## config.mk

```make
export PLATFORM = sky130hd
export DESIGN_NAME = seq_alu_core
export DESIGN_NICKNAME = d
export VERILOG_FILES = /design/src/rtl/seq_alu_core.sv
export SDC_FILE = /design/constraint.sdc
export NUM_CORES = 1
export LEC_CHECK = 0
export CORE_UTILIZATION = 40
export CTS_CLUSTER_SIZE = 20
export DETAILED_ROUTE_END_ITERATION = 10
export HOLD_SLACK_MARGIN = 0.12
export PLACE_DENSITY_LB_ADDON = 0.2
export REMOVE_ABC_BUFFERS = 1
export SKIP_CTS_REPAIR_TIMING = 1
export SLEW_MARGIN = 20
export SYNTH_ARGS = -nofsm -noshare
export SYNTH_HDL_FRONTEND = slang
export SYNTH_SLANG_ARGS = --single-unit
```

## constraint.sdc

```tcl
create_clock -name CLKb -period 7.65 [get_ports CLKb]
set_input_delay 1.53 -clock CLKb [delete_from_list [all_inputs] [get_ports CLKb]]
set_output_delay 1.53 -clock CLKb [all_outputs]
set_load 0.02 [all_outputs]
```

## src/rtl/seq_alu_core.sv

```systemverilog
// Multi-cycle ALU: operand A latched from the bus, register/immediate ops on start,
// shifts iterate one bit per cycle; result and flags held until the next accepted start.
module seq_alu_core #(
    parameter int N    = 10,
    parameter int IMMW = 6
) (
    input  logic         CLKb,
    input  logic         RST,
    input  logic [N-1:0] OP,
    input  logic [3:0]   FN,
    input  logic         Ain,
    input  logic         start,
    input  logic         Gout,
    output logic         busy,
    output logic         done,
    output logic         err,
    output logic [N-1:0] RES,
    output logic [3:0]   flags
);
    localparam int SHW = $clog2(N + 1);

    localparam logic [3:0] FN_ADD = 4'b0010;
    localparam logic [3:0] FN_SUB = 4'b0011;
    localparam logic [3:0] FN_NEG = 4'b0100;
    localparam logic [3:0] FN_NOT = 4'b0101;
    localparam logic [3:0] FN_AND = 4'b0110;
    localparam logic [3:0] FN_OR  = 4'b0111;
    localparam logic [3:0] FN_XOR = 4'b1000;
    localparam logic [3:0] FN_LSL = 4'b1001;
    localparam logic [3:0] FN_LSR = 4'b1010;
    localparam logic [3:0] FN_ASR = 4'b1011;

    typedef enum logic [1:0] {IDLE, SHIFT, DONE} state_t;

    state_t         state_q, state_d;
    logic [N-1:0]   a_q, g_q;
    logic [3:0]     fn_q, flags_q;
    logic [SHW-1:0] cnt_q;
    logic           err_q;

    logic           imm_mode, shift_op, alu_c, alu_v, alu_ill;
    logic [N-1:0]   opnd, alu_g, sh_g;
    logic [3:0]     eff_fn;
    logic [N:0]     sum, diff;
    logic [SHW-1:0] k;

    // Start-time ALU: immediate mode overrides FN with ADD/SUB of the zero-extended field.
    always_comb begin
        imm_mode = OP[N-1];
        opnd     = imm_mode ? N'(OP[IMMW-1:0]) : OP;
        eff_fn   = imm_mode ? (OP[N-2] ? FN_SUB : FN_ADD) : FN;
        sum      = {1'b0, a_q} + {1'b0, opnd};
        diff     = {1'b0, a_q} - {1'b0, opnd};
        k        = (OP[SHW-1:0] > SHW'(N)) ? SHW'(N) : OP[SHW-1:0];
        shift_op = 1'b0;
        alu_g    = '0;
        alu_c    = 1'b0;
        alu_v    = 1'b0;
        alu_ill  = 1'b0;
        case (eff_fn)
            FN_ADD: begin
                alu_g = sum[N-1:0];
                alu_c = sum[N];
                alu_v = (a_q[N-1] == opnd[N-1]) && (sum[N-1] != a_q[N-1]);
            end
            FN_SUB: begin
                alu_g = diff[N-1:0];
                alu_c = diff[N];
                alu_v = (a_q[N-1] != opnd[N-1]) && (diff[N-1] != a_q[N-1]);
            end
            FN_NEG: alu_g = '0 - a_q;
            FN_NOT: alu_g = ~a_q;
            FN_AND: alu_g = a_q & opnd;
            FN_OR:  alu_g = a_q | opnd;
            FN_XOR: alu_g = a_q ^ opnd;
            FN_LSL, FN_LSR, FN_ASR: begin
                shift_op = 1'b1;
                alu_g    = a_q;
            end
            default: alu_ill = 1'b1;
        endcase
    end

    always_comb begin
        case (fn_q)
            FN_LSL:  sh_g = {g_q[N-2:0], 1'b0};
            FN_LSR:  sh_g = {1'b0, g_q[N-1:1]};
            default: sh_g = {g_q[N-1], g_q[N-1:1]};
        endcase
    end

    always_comb begin
        state_d = state_q;
        case (state_q)
            IDLE:    if (start) state_d = (shift_op && k != '0) ? SHIFT : DONE;
            SHIFT:   if (cnt_q == SHW'(1)) state_d = DONE;
            DONE:    state_d = IDLE;
            default: state_d = IDLE;
        endcase
    end

    always_ff @(posedge CLKb) begin
        if (RST) state_q <= IDLE;
        else     state_q <= state_d;
    end

    always_ff @(posedge CLKb) begin
        if (RST) begin
            a_q     <= '0;
            g_q     <= '0;
            fn_q    <= '0;
            flags_q <= '0;
            cnt_q   <= '0;
            err_q   <= 1'b0;
        end else begin
            case (state_q)
                IDLE: begin
                    if (start) begin
                        fn_q    <= FN;
                        cnt_q   <= k;
                        err_q   <= alu_ill;
                        g_q     <= alu_g;
                        flags_q <= alu_ill ? 4'b0000 : {alu_g == '0, alu_g[N-1], alu_c, alu_v};
                    end else if (Ain) begin
                        a_q <= OP;
                    end
                end
                SHIFT: begin
                    g_q     <= sh_g;
                    cnt_q   <= cnt_q - SHW'(1);
                    flags_q <= {sh_g == '0, sh_g[N-1], 2'b00};
                end
                default: ;
            endcase
        end
    end

    assign busy  = (state_q == SHIFT);
    assign done  = (state_q == DONE);
    assign err   = err_q;
    assign flags = flags_q;
    assign RES   = Gout ? g_q : '0;
endmodule

```

==> impl_results.md <==
- Post-synthesis cell type count: 74
- Area Overhead vs Synth: 12.7%
- Nature of the critical path startpoint: input pin
- Share of cells above drive strength 1: about 7.1%
- Uppermost layer routed: met4
- Synth top area share: 19.4%
- PD cells: approximately 140 mW/mm^2
- First-pass GRT wire length: approximately 19000 um
- Relative slew slack: 42.7%
- Clk slew on worst S/H paths: roughly 0.09 ns
- Worst Setup EP: flags[3]
- TritonRoute pass-1 iters: 6
- Port Buffer Count: 35
- Wirelength, routed: 11600 um
- Worst r2r src: a_q[2]
- Worst VDD drop: between 0.06 and 0.07 mV
- Post-DR wirelength/cell: 18.9 um
- Gate Count Post-Synth: between 400 and 500
- Status: finished, final reports clean
- Final worst setup slack: ~2.5 ns
- Post-synth EDFFs: 0
- FP Rows: 34
- Gpl congestion: 0.948
- Leak: 1.63 nW
- Mean Syn Cell Area: between 7 and 8 sq um
- Die Ht: between 90 and 100 um
- Vias in the first global route: 3550
- Clk_lat worst skew: a little over 0.3 ns
- Worst Setup SP: OP[9]
- Routed wl met3: between 800 and 900 um
- Tot Pwr: ~0.00055 W
- R2R setup slack: 3.96 ns
- Die ar.: 0.00941 sq mm
- Unrepaired setup endpoints after global routing: no
- Largest net degree at the start of global routing: 37
- Largest cells by area after synthesis: dfxtp_1 19%, ha_1 12%, nand2_1 8.6%
- Initial Util: between 40% and 50%
- DR iter-0 viols: between 300 and 400
- TritonCTS clock tree: yes
- Yosys reg bits: 35
- Core footprint: 0.00872 sq mm
- Primary FF master, synth: dfxtp_1
- # clock sinks: 35
- Fin Setup TNS: 0 ns
- Total gr overflow: 0
- Clock Tree Buf Depth: 2
- Vias per inst: slightly above 6
- Die Width: between 90 and 100 um
- DP Worst Slack: between 2 and 2.5 ns
- Layout fillers: between 800 and 900
- DRC: 0
- Post-route antenna net violation count: 0
- Final period util: approximately two thirds
- Final setup fails: 0
- Hold Crit Class: reg -> reg
- Layout Skew: 0.0163 ns
- WP data required: between 7 and 8 ns
- DP Wirelength: about 8500 um
- Register-to-Register Path Depth: 15
- Fmax: 0.195 GHz
- Synthesis Warnings: 0
- Setup CP Type: in -> reg
- Worst path arrival time: about 5.4 ns
- Seq/Total Area, Yosys: 19.4%
- Via Count: 3840
- Initial antenna violation count: 0
- GRT Util Overall: 24.9%
- Storage cell area: ~700 sq um
- Worst slew pin tran: about 0.86 ns
- I/O pins: 36
- CP endpoint kind: register
- CTS Root Cell: clkbuf_8
- Synthesized cell area: 0.00361 sq mm
- Fin nets: 563
- Min Tclk post-route: between 5 and 6 ns
- Multi-input logic area: between 0.002 and 0.003 sq mm
- Ys async rst share: 0%
- H-tree depth: 2
- Met2 wire len: 5040 um
- Reg-to-reg endpoint: flags[3]
- Ant diodes: 0
- Number of buffers created by CTS: 5
- Met1 WL: between 5000 and 6000 um
- Largest fanout on the critical path: 15
- Dominant cell type by area after synthesis: dfxtp_1
- Fin. max-slew vios: 0
- Max Cap Viol: 0
- Final Hold Viols: 0
flip-flops by register name, indices dropped and copies added (netlist names):
signal   flops
fn_q         4
state_q      2
cnt_q        4
a_q         10
err          1
flags        4
g_q         10
critical path: stages:
cell and delay [ns]:
clkdlybuf4s50_1 0.72, inv_1 0.38, nand2_1 0.18, ha_1 0.33
inv_1 0.09, a21o_1 0.17, a41oi_1 0.29, o21bai_1 0.11
a21o_1 0.19, ha_1 0.29, nor2_1 0.05, a21oi_1 0.16
o22ai_1 0.10, a221o_1 0.31, nor2_1 0.08, nor4b_2 0.19
a41o_1 0.19
metal layers:
layer / GRT usage (%) / vias to the layer above
li1: - / 1802
met1: 35.3 / 1841
met2: 38.9 / 168
met3: 2.89 / 29
met4: 8.73 / 0
met5: 0 / -
synthesized netlist by cell type, drive strengths merged, types with 3 or more instances:
library cell / n
o21a: 3
ha: 35
a21oi: 41
o22ai: 5
a22o: 4
nor3: 17
nor3b: 8
inv: 32
clkbuf: 14
a211o: 5
o211ai: 8
a211oi: 6
nand2: 83
o21bai: 3
or3b: 5
buf: 12
a22oi: 3
nand3: 3
dfxtp: 35
nand4: 3
nor4b: 4
or2: 4
nand3b: 4
o221a: 4
nor2b: 6
and2: 11
a21o: 7
a222oi: 4
nand2b: 6
nor2: 34
xnor2: 5
a221o: 5
or3: 6
a2bb2oi: 4
a31oi: 3
a221oi: 7
o21ai: 19
nor4: 5
power breakdown:
group	switching [W]	internal, W	total [W]	leakage [nW]
Sequential	0.0000166	0.000194	0.000210	0.286
Clock	0.0000862	0.0000640	0.000150	0.0412
Combinational	0.000113	0.0000804	0.000193	1.30
worst min-delay path by stage:
stage / start / endpoint / slack (ns) / cells past startpoint
after floorplan: fn_q[3] / fn_q[3] / 0.43 / 2
after global placement: flags[1] / flags[1] / 0.44 / 2
after detailed placement: err / err / 0.46 / 2
after CTS: err / err / 0.47 / 2
after global routing: err / err / 0.51 / 2
final: fn_q[3] / fn_q[3] / 0.46 / 2
through the flow:
step,cells,util [%],hold WS [ns],instance area (sq um)
2_1_floorplan,462,-,0.434,3480
3_3_place_gp,608,45.7,0.441,3980
3_5_place_dp,608,45.7,0.455,3980
4_1_cts,616,46.7,0.467,4070
5_1_grt,616,46.7,0.506,4070
6_report,616,46.7,0.463,4070
cell type report:
class | instances | share of cell area (%)
Clock buffer | 6 | 1.78
Clock inverter | 2 | 0.308
Inverter | 32 | 2.95
Multi-Input combinational cell | 395 | 65.3
Sequential cell | 35 | 17.2
Tap cell | 108 | 3.32
Timing Repair Buffer | 38 | 9.16
layout by cell type (no fill, tap or decap), types with 4 or more instances in the layout:
cell             count
nor2_1              32
nor4_1               5
clkbuf_8             5
or3_1                5
a21oi_1             41
inv_1               32
a211o_1              4
nand2b_1             6
clkdlybuf4s50_1     35
nor3_1              17
ha_1                35
nand3b_1             4
o211ai_1             8
a221o_1              5
a2bb2oi_1            4
o221a_2              4
dfxtp_1             35
a211oi_1             5
and2_1              11
a21o_1               7
o21ai_0             19
a221oi_1             5
xnor2_1              5
a222oi_1             4
o22ai_1              4
a22o_1               4
nand2_1             83
nor2b_1              6
nor3b_1              6
cell families (layout without fill, tap and decap cells):
logic type      after synthesis  after routing  share of synthesized area [%]
compound gates              146            146                           29.1
xor+xnor                      6              6                           1.46
fa+ha+maj                    37             37                           13.2
buf+inv                      58             78                           7.07
flops                        35             35                           19.4
mux                           2              2                          0.554
simple gates                204            204                           29.2
No activity file was read; power rests on OpenSTA's default activity.
